--- config.mk ---
export PLATFORM = sky130hd
export DESIGN_NAME = hazard_stall_ctrl
export DESIGN_NICKNAME = d
export VERILOG_FILES = /design/src/rtl/hazard_ctrl_pkg.sv /design/src/rtl/hazard_stall_ctrl_load_use_det.sv /design/src/rtl/hazard_stall_ctrl.sv
export SDC_FILE = /design/constraint.sdc
export NUM_CORES = 1
export LEC_CHECK = 0
export CAP_MARGIN = 20
export CORE_AREA = 2 2 39 41
export CTS_CLUSTER_SIZE = 10
export DETAILED_ROUTE_END_ITERATION = 8
export DIE_AREA = 0 0 41 43
export PLACE_DENSITY_LB_ADDON = 0.2
export SYNTH_ARGS = -nofsm -noshare
export SYNTH_HDL_FRONTEND = slang
export SYNTH_SLANG_ARGS = --single-unit
--- constraint.sdc ---
create_clock -name clk_i -period 2.05 [get_ports clk_i]
set_input_delay 0.41 -clock clk_i [delete_from_list [all_inputs] [get_ports clk_i]]
set_output_delay 0.41 -clock clk_i [all_outputs]
set_load 0.05 [all_outputs]
--- src/rtl/hazard_ctrl_pkg.sv ---
// Shared definitions for the pipeline hazard controller: FSM state encoding,
// default register-specifier width and the hard-wired zero register.
package hazard_ctrl_pkg;

  localparam int REG_ADDR_W_DEFAULT = 5;

  // Register 0 is hard-wired to zero and never creates a true dependency.
  localparam int unsigned REG_ZERO = 0;

  typedef enum logic {
    ST_RUN     = 1'b0,
    ST_MC_BUSY = 1'b1
  } state_t;

endpackage

--- src/rtl/hazard_stall_ctrl_load_use_det.sv ---
// Load-use detector: flags an ID instruction that reads the destination of a
// load currently in EX. Purely combinational.
module load_use_det
  import hazard_ctrl_pkg::*;
#(
  parameter int REG_ADDR_W = REG_ADDR_W_DEFAULT
) (
  input  logic [REG_ADDR_W-1:0] id_rs,
  input  logic [REG_ADDR_W-1:0] id_rt,
  input  logic                  id_uses_rt,
  input  logic                  ex_memread,
  input  logic [REG_ADDR_W-1:0] ex_rd,
  output logic                  lu
);

  logic rd_nonzero;
  logic rs_match;
  logic rt_match;

  // Compare the load destination against both ID source operands.
  always_comb begin
    rd_nonzero = (ex_rd != REG_ADDR_W'(REG_ZERO));
    rs_match   = (ex_rd == id_rs);
    rt_match   = id_uses_rt & (ex_rd == id_rt);
    lu         = ex_memread & rd_nonzero & (rs_match | rt_match);
  end

endmodule

--- src/rtl/hazard_stall_ctrl.sv ---
// Pipeline hazard controller for the 5-stage CPU: load-use bubbles,
// multi-cycle EX stall FSM and MEM-resolved branch flushes.
// Optional macro HAZ_PERF_CNT_EN adds saturating stall/flush perf counters.
module hazard_stall_ctrl
  import hazard_ctrl_pkg::*;
#(
  parameter int REG_ADDR_W = REG_ADDR_W_DEFAULT,
  parameter int MC_LAT     = 4,
  parameter int CNT_W      = 32
) (
  input  logic                  clk_i,
  input  logic                  rst_i,
  input  logic [REG_ADDR_W-1:0] id_rs_i,
  input  logic [REG_ADDR_W-1:0] id_rt_i,
  input  logic                  id_uses_rt_i,
  input  logic                  ex_memread_i,
  input  logic [REG_ADDR_W-1:0] ex_rd_i,
  input  logic                  ex_mc_valid_i,
  input  logic                  mem_branch_taken_i,
  output logic                  pc_write_o,
  output logic                  if_id_write_o,
  output logic                  id_ex_write_o,
  output logic                  if_id_flush_o,
  output logic                  id_ex_flush_o,
  output logic                  ex_mem_flush_o,
`ifdef HAZ_PERF_CNT_EN
  output logic [CNT_W-1:0]      stall_cnt_o,
  output logic [CNT_W-1:0]      flush_cnt_o,
`endif
  output logic                  state_o
);

  localparam int MCW = (MC_LAT > 1) ? $clog2(MC_LAT) : 1;
  localparam logic [MCW-1:0] MC_LOAD = MCW'(MC_LAT - 2);

  // Elaboration-time guard: a multi-cycle op must occupy EX at least 2 cycles.
  if (MC_LAT < 2 || CNT_W < 1) begin : g_bad_param
    $error("hazard_stall_ctrl: MC_LAT must be >= 2 and CNT_W >= 1");
  end

  state_t         state;
  state_t         state_nxt;
  logic [MCW-1:0] mc_cnt;
  logic [MCW-1:0] mc_cnt_nxt;
  logic           lu;

  load_use_det #(
    .REG_ADDR_W (REG_ADDR_W)
  ) u_lu (
    .id_rs      (id_rs_i),
    .id_rt      (id_rt_i),
    .id_uses_rt (id_uses_rt_i),
    .ex_memread (ex_memread_i),
    .ex_rd      (ex_rd_i),
    .lu         (lu)
  );

  // Prioritised hazard resolution: branch flush, MC stall, MC release, load-use.
  always_comb begin
    state_nxt      = state;
    mc_cnt_nxt     = mc_cnt;
    pc_write_o     = 1'b1;
    if_id_write_o  = 1'b1;
    id_ex_write_o  = 1'b1;
    if_id_flush_o  = 1'b0;
    id_ex_flush_o  = 1'b0;
    ex_mem_flush_o = 1'b0;
    if (mem_branch_taken_i) begin
      // Younger stages are wrong-path; any in-flight MC op is aborted.
      if_id_flush_o  = 1'b1;
      id_ex_flush_o  = 1'b1;
      ex_mem_flush_o = 1'b1;
      state_nxt      = ST_RUN;
      mc_cnt_nxt     = '0;
    end else if (state == ST_RUN && ex_mc_valid_i) begin
      pc_write_o     = 1'b0;
      if_id_write_o  = 1'b0;
      id_ex_write_o  = 1'b0;
      ex_mem_flush_o = 1'b1;
      state_nxt      = ST_MC_BUSY;
      mc_cnt_nxt     = MC_LOAD;
    end else if (state == ST_MC_BUSY && mc_cnt != '0) begin
      pc_write_o     = 1'b0;
      if_id_write_o  = 1'b0;
      id_ex_write_o  = 1'b0;
      ex_mem_flush_o = 1'b1;
      mc_cnt_nxt     = mc_cnt - MCW'(1);
    end else if (state == ST_MC_BUSY) begin
      // Release cycle: op finishes its last EX cycle with default outputs.
      state_nxt      = ST_RUN;
    end else if (lu) begin
      // One bubble; the load reaches MEM next cycle, clearing the hazard.
      pc_write_o     = 1'b0;
      if_id_write_o  = 1'b0;
      id_ex_flush_o  = 1'b1;
    end else begin
      state_nxt      = state;
    end
    if (!rst_i) begin
      pc_write_o     = 1'b0;
      if_id_write_o  = 1'b0;
      id_ex_write_o  = 1'b0;
      if_id_flush_o  = 1'b0;
      id_ex_flush_o  = 1'b0;
      ex_mem_flush_o = 1'b0;
    end else begin
      ex_mem_flush_o = ex_mem_flush_o;
    end
  end

  assign state_o = rst_i ? logic'(state) : 1'b0;

  // Stall FSM state and multi-cycle down-counter.
  always_ff @(posedge clk_i or negedge rst_i) begin
    if (!rst_i) begin
      state  <= ST_RUN;
      mc_cnt <= '0;
    end else begin
      state  <= state_nxt;
      mc_cnt <= mc_cnt_nxt;
    end
  end

`ifdef HAZ_PERF_CNT_EN
  // Saturating counters of stall cycles and branch flush cycles.
  always_ff @(posedge clk_i or negedge rst_i) begin
    if (!rst_i) begin
      stall_cnt_o <= '0;
      flush_cnt_o <= '0;
    end else begin
      if (!pc_write_o && stall_cnt_o != '1) begin
        stall_cnt_o <= stall_cnt_o + CNT_W'(1);
      end
      if (mem_branch_taken_i && flush_cnt_o != '1) begin
        flush_cnt_o <= flush_cnt_o + CNT_W'(1);
      end
    end
  end
`endif

endmodule

### Yosys cells after proc, flatten, opt, wreduce, memory -nomap -nowiden

Cells that the tools add are included.
W data, S select, Z words.

| storage, ports and cells | value |
|---|---|
| register bits | 3 |
| input bits | 21 |
| output and inout bits | 7 |
| logic and storage cells | 45 |

| cells by class | value |
|---|---|
| add/subtract/negate cells | 1 |
| equality and inequality tests | 3 |
| mux-type cells | 29 |
| bitwise operators | 5 |
| reduce and logical (&&, ||, !) cells | 5 |

Operators by type and width:

| kind | count |
|---|---|
| $mux W1 | 26 |
| $eq A5 B5 Y1 | 2 |
| $mux W2 | 3 |
| $reduce_bool A5 Y1 | 1 |
| $and A1 B1 Y1 | 3 |
| $ne A3 B3 Y1 const B | 1 |
| $reduce_bool A3 Y1 | 1 |
| $logic_and A1 B1 Y1 | 2 |
| $reduce_bool A2 Y1 | 1 |
| $sub A2 B1 Y2 const B | 1 |
| $not A1 Y1 | 1 |
| $or A1 B1 Y1 | 1 |

### Longest topological paths before layout

| logic depth | value |
|---|---|
| word-level depth | 10 |
| mapped depth | 7 |
| mapped depth without buffers | 6 |

### Hierarchy

From an unflattened synthesis, not the netlist that was laid out.

| unflattened totals | value |
|---|---|
| cells, all modules | 42 |
| area total of the unflattened synthesis | 359.1 µm² |

By module, submodules not included:

| module | times used | cells an instance | area an instance (µm²) | seq. area each (µm²) |
|---|---|---|---|---|
| hazard_stall_ctrl | 1 | 25 | 226.5 | 75.1 |
| load_use_det | 1 | 17 | 132.6 | 0.0 |

### Least setup slack after synthesis

Ideal clock, no wire load.

| timing | value |
|---|---|
| kind | reg2out |
| start | reg mc_cnt[0] |
| end | out pc_write_o |
| data arrival time | 2.178 ns |
| required time | 1.640 ns |
| path slack | -0.538 ns |
| cell stages (with the launch flop) | 8 |
| path buffers | 1 |
| cells stage by stage | dfrtp_1 > inv_1 > ha_1 > nor2b_1 > a21oi_1 > o21a_1 > o31a_1 > buf_4 |

| between the ends | value |
|---|---|
| cells in the longest elaborated chain, start to end | 6 |

RTL lines:

| item | line | source |
|---|---|---|
| from (decl) | hazard_stall_ctrl.sv:43 | `logic [MCW-1:0] mc_cnt;` |
| from (signal assigned) | hazard_stall_ctrl.sv:120 | `mc_cnt <= mc_cnt_nxt;` |
| $reduce_bool A2 Y1 | hazard_stall_ctrl.sv:82 | `end else if (state == ST_MC_BUSY && mc_cnt != '0) begin` |
| $logic_and A1 B1 Y1 | hazard_stall_ctrl.sv:82 |  |
| $mux W1 (4 in a row) | n/a |  |
| to (decl) | hazard_stall_ctrl.sv:20 | `output logic pc_write_o,` |

No other way between the ends.

### Worst setup path after layout

| timing | value |
|---|---|
| start | in id_rt_i[2] |
| end | out if_id_write_o |

| between the ends | value |
|---|---|
| cells in the longest elaborated chain, start to end | 10 |

RTL lines:

| item | line | source |
|---|---|---|
| from (decl) | hazard_stall_ctrl.sv:14 | `input logic [REG_ADDR_W-1:0] id_rt_i,` |
| $eq A5 B5 Y1 | hazard_stall_ctrl_load_use_det.sv:24 | `rt_match = id_uses_rt & (ex_rd == id_rt);` |
| $and A1 B1 Y1 | hazard_stall_ctrl_load_use_det.sv:24 |  |
| $or A1 B1 Y1 | hazard_stall_ctrl_load_use_det.sv:25 | `lu = ex_memread & rd_nonzero & (rs_match \| rt_match);` |
| $and A1 B1 Y1 | hazard_stall_ctrl_load_use_det.sv:25 |  |
| $mux W1 | hazard_stall_ctrl.sv:91 | `end else if (lu) begin` |
| $mux W1 | hazard_stall_ctrl.sv:88 | `end else if (state == ST_MC_BUSY) begin` |
| $mux W1 | hazard_stall_ctrl.sv:82 |  |
| $mux W1 | hazard_stall_ctrl.sv:75 | `end else if (state == ST_RUN && ex_mc_valid_i) begin` |
| $mux W1 | hazard_stall_ctrl.sv:68 | `if (mem_branch_taken_i) begin` |
| $mux W1 | hazard_stall_ctrl.sv:99 | `if (!rst_i) begin` |
| to (decl) | hazard_stall_ctrl.sv:21 | `output logic if_id_write_o,` |

No other way between the ends.

==> results by group <==
Worst setup path
  • Worst Path Arrival: 1.66 ns
  • Critical-path maximum fanout: 2
  • Reg-to-reg setup timing slack: 0.74 ns
  • Top cell family by delay on the critical path: compound AO/OA/AOI/OAI gates
  • Startpoint of the worst-slack reg-to-reg timing path: mc_cnt[0]$_DFFE_PN0P_
  • Launching element of the worst setup path: id_rt_i[2]
  • Slowest library cell on the worst path: sky130_fd_sc_hd__o31a_4
  • Data required time of the critical path: 1.64 ns
  • Critical path buffers and inverters: 2
  • Cell depth of the worst flop-to-flop path: 6
  • Kind of critical path: input pin to primary output
  • Type of destination of the critical path: primary output
  • Largest stage delay, worst path: 0.34 ns
  • Crit Reg-Reg Endpoint: mc_cnt[1]$_DFFE_PN0P_
  • Kind of start point of the critical path: input pin
  • Worst-path cell chain: buf_6 -> xor2_2 -> nor4_2 -> a32oi_2 -> o31a_4 -> buf_12

Timing
  • Portion of the clock cycle consumed by the worst path in the final layout: 101%
  • Slew of the pin with the lowest slew margin: 0.298 ns
  • FMAX: 484 MHz
  • Max-slew violation total from the final report: 0
  • Worst clock skew: 0.00778 ns
  • Tmin final: 2.07 ns
  • Count of endpoints failing hold in the final timing report: 0
  • Remaining max-slew budget at the tightest pin: 80.1%
  • Setup-violating endpoint count in the final report: 2
  • Final worst slack: -0.0158 ns
  • Unrepaired setup endpoints after global routing: yes
  • Final hold slack: 0.456 ns

Yosys
  • Flip-flop and latch count after synthesis: 3
  • Ys flop type: sky130_fd_sc_hd__dfrtp_1
  • Number of nets in the synthesized netlist: 61
  • Top cells by instance count after synthesis: sky130_fd_sc_hd__xor2_1 (9), sky130_fd_sc_hd__inv_1 (6), sky130_fd_sc_hd__nor2_1 (4)
  • Synth Cell Area: 338 µm²
  • Number of synthesized flops with an enable pin: 0
  • Cell type with the highest aggregate area in the netlist: sky130_fd_sc_hd__xor2_1
  • Distinct cells, synth: 20
  • Synthesized area per cell: 8.66 µm²
  • Async S/R FF share, synth: 100%
  • Area share of the largest cell type after synthesis: 23.3%
  • Biggest area contributors in the synthesized netlist: sky130_fd_sc_hd__xor2_1 (23%), sky130_fd_sc_hd__dfrtp_1 (22%), sky130_fd_sc_hd__inv_1 (6.7%)
  • Synth warn: 0
  • Post-Syn Instances: 39
  • Most repeated cell in the gate-level netlist after synthesis: sky130_fd_sc_hd__xor2_1
  • Share of the yosys chip area belonging to registers: 22.2%

Power and ir drop
  • Total chip power: 0.360 mW
  • Maximum vdd drop: 0.442 mV
  • Cell Pwr Density: 457 nW/µm²
  • Switching Share: 35.6%
  • Combinational fraction of design power: 52.0%
  • Leakage dissipation: 0.375 nW
  • Sw Pwr: 0.128 mW
  • Sequential group share of total power: 18.2%
  • Design internal power: 0.232 mW
  • Fraction of power consumed by the clock network: 29.8%

Global route
  • Maximum number of pins on one net before global-route repair: 6
  • Wire length of the first global-routing pass: 1910 µm
  • Total Routing Usage GR: 16.9%
  • Number of global-route vias before repair: 468
  • Total global routing overflow: 0
  • Number of antenna violations at the first check in global routing: 0

Layout
  • Area Overhead vs Synth: 134%
  • Number of nets at the end of the flow: 96
  • Final Core Density: 57.1%
  • Layout cell share with drive strength beyond 1: 45.2%
  • Total non-filler cell area in the finished layout: 790 µm²
  • Count of inserted antenna diode cells: 0

Routing
  • Vias per cell: 4.60
  • Violation count after the first detailed-routing iteration: 0
  • Residual DRC: 0
  • Number of routed nets with antenna violations: 0
  • Vias after detailed routing: 409
  • First-pass iteration count of the detailed router: 1
  • WL final: 1160 µm
  • WL per Instance: 13.0 µm

Floorplan
  • Total die area: 1760 µm²
  • Die X-Extent: 41 µm
  • Core footprint: 1380 µm²
  • Number of placement rows: 14
  • Chip Height: 43 µm
  • # IOs: 28
  • Initial core utilization: 24.4%

Status
  • Violations in the final reports: negative setup slack
  • Status: finished with violations

Clock network
  • CTS tree: built
  • CTS Hold Buffers Added: 0
  • Count of H-tree levels built during CTS: 1
  • Clk Tree Root Cell: sky130_fd_sc_hd__clkbuf_4
  • Number of buffers added by the clock tree synthesis step: 3
  • Clock sink count: 3
  • Number of buffers on the longest clock path: 2
  • Skew-Pair Late Insertion Delay: 0.24 ns
  • Postcts setup bufs: 0
  • Post-CTS clock slew at the launch and capture registers of the worst setup and hold paths: 0.04 ns

Flow run
  • Number of maximum-capacitance violations: 0

Placed design
  • Final HPWL from detailed placement: 923 µm
  • Post-placement cell area: 746 µm²
  • Placer congestion estimate: 0.667
  • Number of port buffers: 27

Min path
  • Class of the most critical hold timing path: input pin to async pin
==> per-stage QoR <==
step / TNS (ns) / setup slack [ns] / std cells
final: -0.0306 / -0.0158 / 89
after floorplan: -0.0917 / -0.0752 / 39
after CTS: -0.0633 / -0.0314 / 89
after global placement: -1.34 / -0.448 / 85
after detailed placement: -1.51 / -0.504 / 85
after global routing: -0.201 / -0.0774 / 89
==> cell usage in the layout (no fill, tap or decap), types with 3 or more instances in the layout <==
master,netlist,final
sky130_fd_sc_hd__buf_12,0,7
sky130_fd_sc_hd__buf_2,0,4
sky130_fd_sc_hd__buf_4,1,4
sky130_fd_sc_hd__buf_6,0,3
sky130_fd_sc_hd__clkbuf_4,0,3
sky130_fd_sc_hd__clkdlybuf4s50_1,0,5
sky130_fd_sc_hd__dfrtp_1,3,3
sky130_fd_sc_hd__dlygate4sd2_1,0,7
sky130_fd_sc_hd__inv_1,6,6
sky130_fd_sc_hd__nor2_1,4,4
sky130_fd_sc_hd__xor2_1,9,8
==> layout make-up <==
cell class                      count  area [µm²]
Inverter                            6        22.5
Fill cell                         122         594
Timing Repair Buffer               31         345
Tap cell                           16        20.0
Sequential cell                     3        75.1
Clock buffer                        4        26.3
Multi-Input combinational cell     29         300
==> worst max-delay path by stage <==
stage | to | slack, ns | cells after the start
floorplan | id_ex_flush_o | -0.08 | 4
global placement | id_ex_flush_o | -0.45 | 6
detailed placement | if_id_write_o | -0.50 | 6
CTS | if_id_write_o | -0.03 | 6
global route | if_id_write_o | -0.08 | 6
finish | if_id_write_o | -0.02 | 6
==> state kept, by name, summed over array words and instances, names as in the netlist <==
name,cells
mc_cnt,2
state,1
==> logic make-up (layout without fill, tap and decap cells) <==
logic type | after synthesis | after routing | share of synthesized area, %
XOR/XNOR | 10 | 10 | 25.9
AO/OA/AOI/OAI | 8 | 8 | 21.5
multiplexers | 1 | 1 | 2.96
buffers and inverters | 7 | 41 | 8.89
AND/OR/NAND/NOR | 9 | 9 | 14.8
flip-flops | 3 | 3 | 22.2
adder cells (fa/ha/maj) | 1 | 1 | 3.70
==> power by group through the flow <==
stage	Combinational, mW	Clock (mW)	Sequential, mW
6_report	0.188	0.107	0.0655
5_1_grt	0.199	0.127	0.0658
4_1_cts	0.189	0.113	0.0655
3_5_place_dp	0.186	0	0.0662
3_3_place_gp	0.184	0	0.0661
2_1_floorplan	0.0830	0	0.0658
==> worst reg2reg max path, stage by stage (launching register included) <==
cell,delay (ns)
sky130_fd_sc_hd__dfrtp_1,0.35
sky130_fd_sc_hd__inv_1,0.05
sky130_fd_sc_hd__ha_1,0.20
sky130_fd_sc_hd__nor2b_2,0.17
sky130_fd_sc_hd__a21oi_2,0.06
sky130_fd_sc_hd__buf_4,0.14
sky130_fd_sc_hd__a221oi_1,0.23
==> repair_timing <==
action | CTS | global route
setup endpoints to repair | 3 | 3
endpoints found under the hold margin | 0 | 0
pin swaps | 14 | 1
gates resized for setup | 49 | 0
==> routing by layer <==
layer  up-vias  global-route usage, %  wire, µm
met1       190                   15.2       386
li1        201                      -         -
met2        16                   29.7       692
met4         0                   12.0        28
met3         2                   4.19        51
met5         -                      0         0
Power figures use the tool's default switching activity.
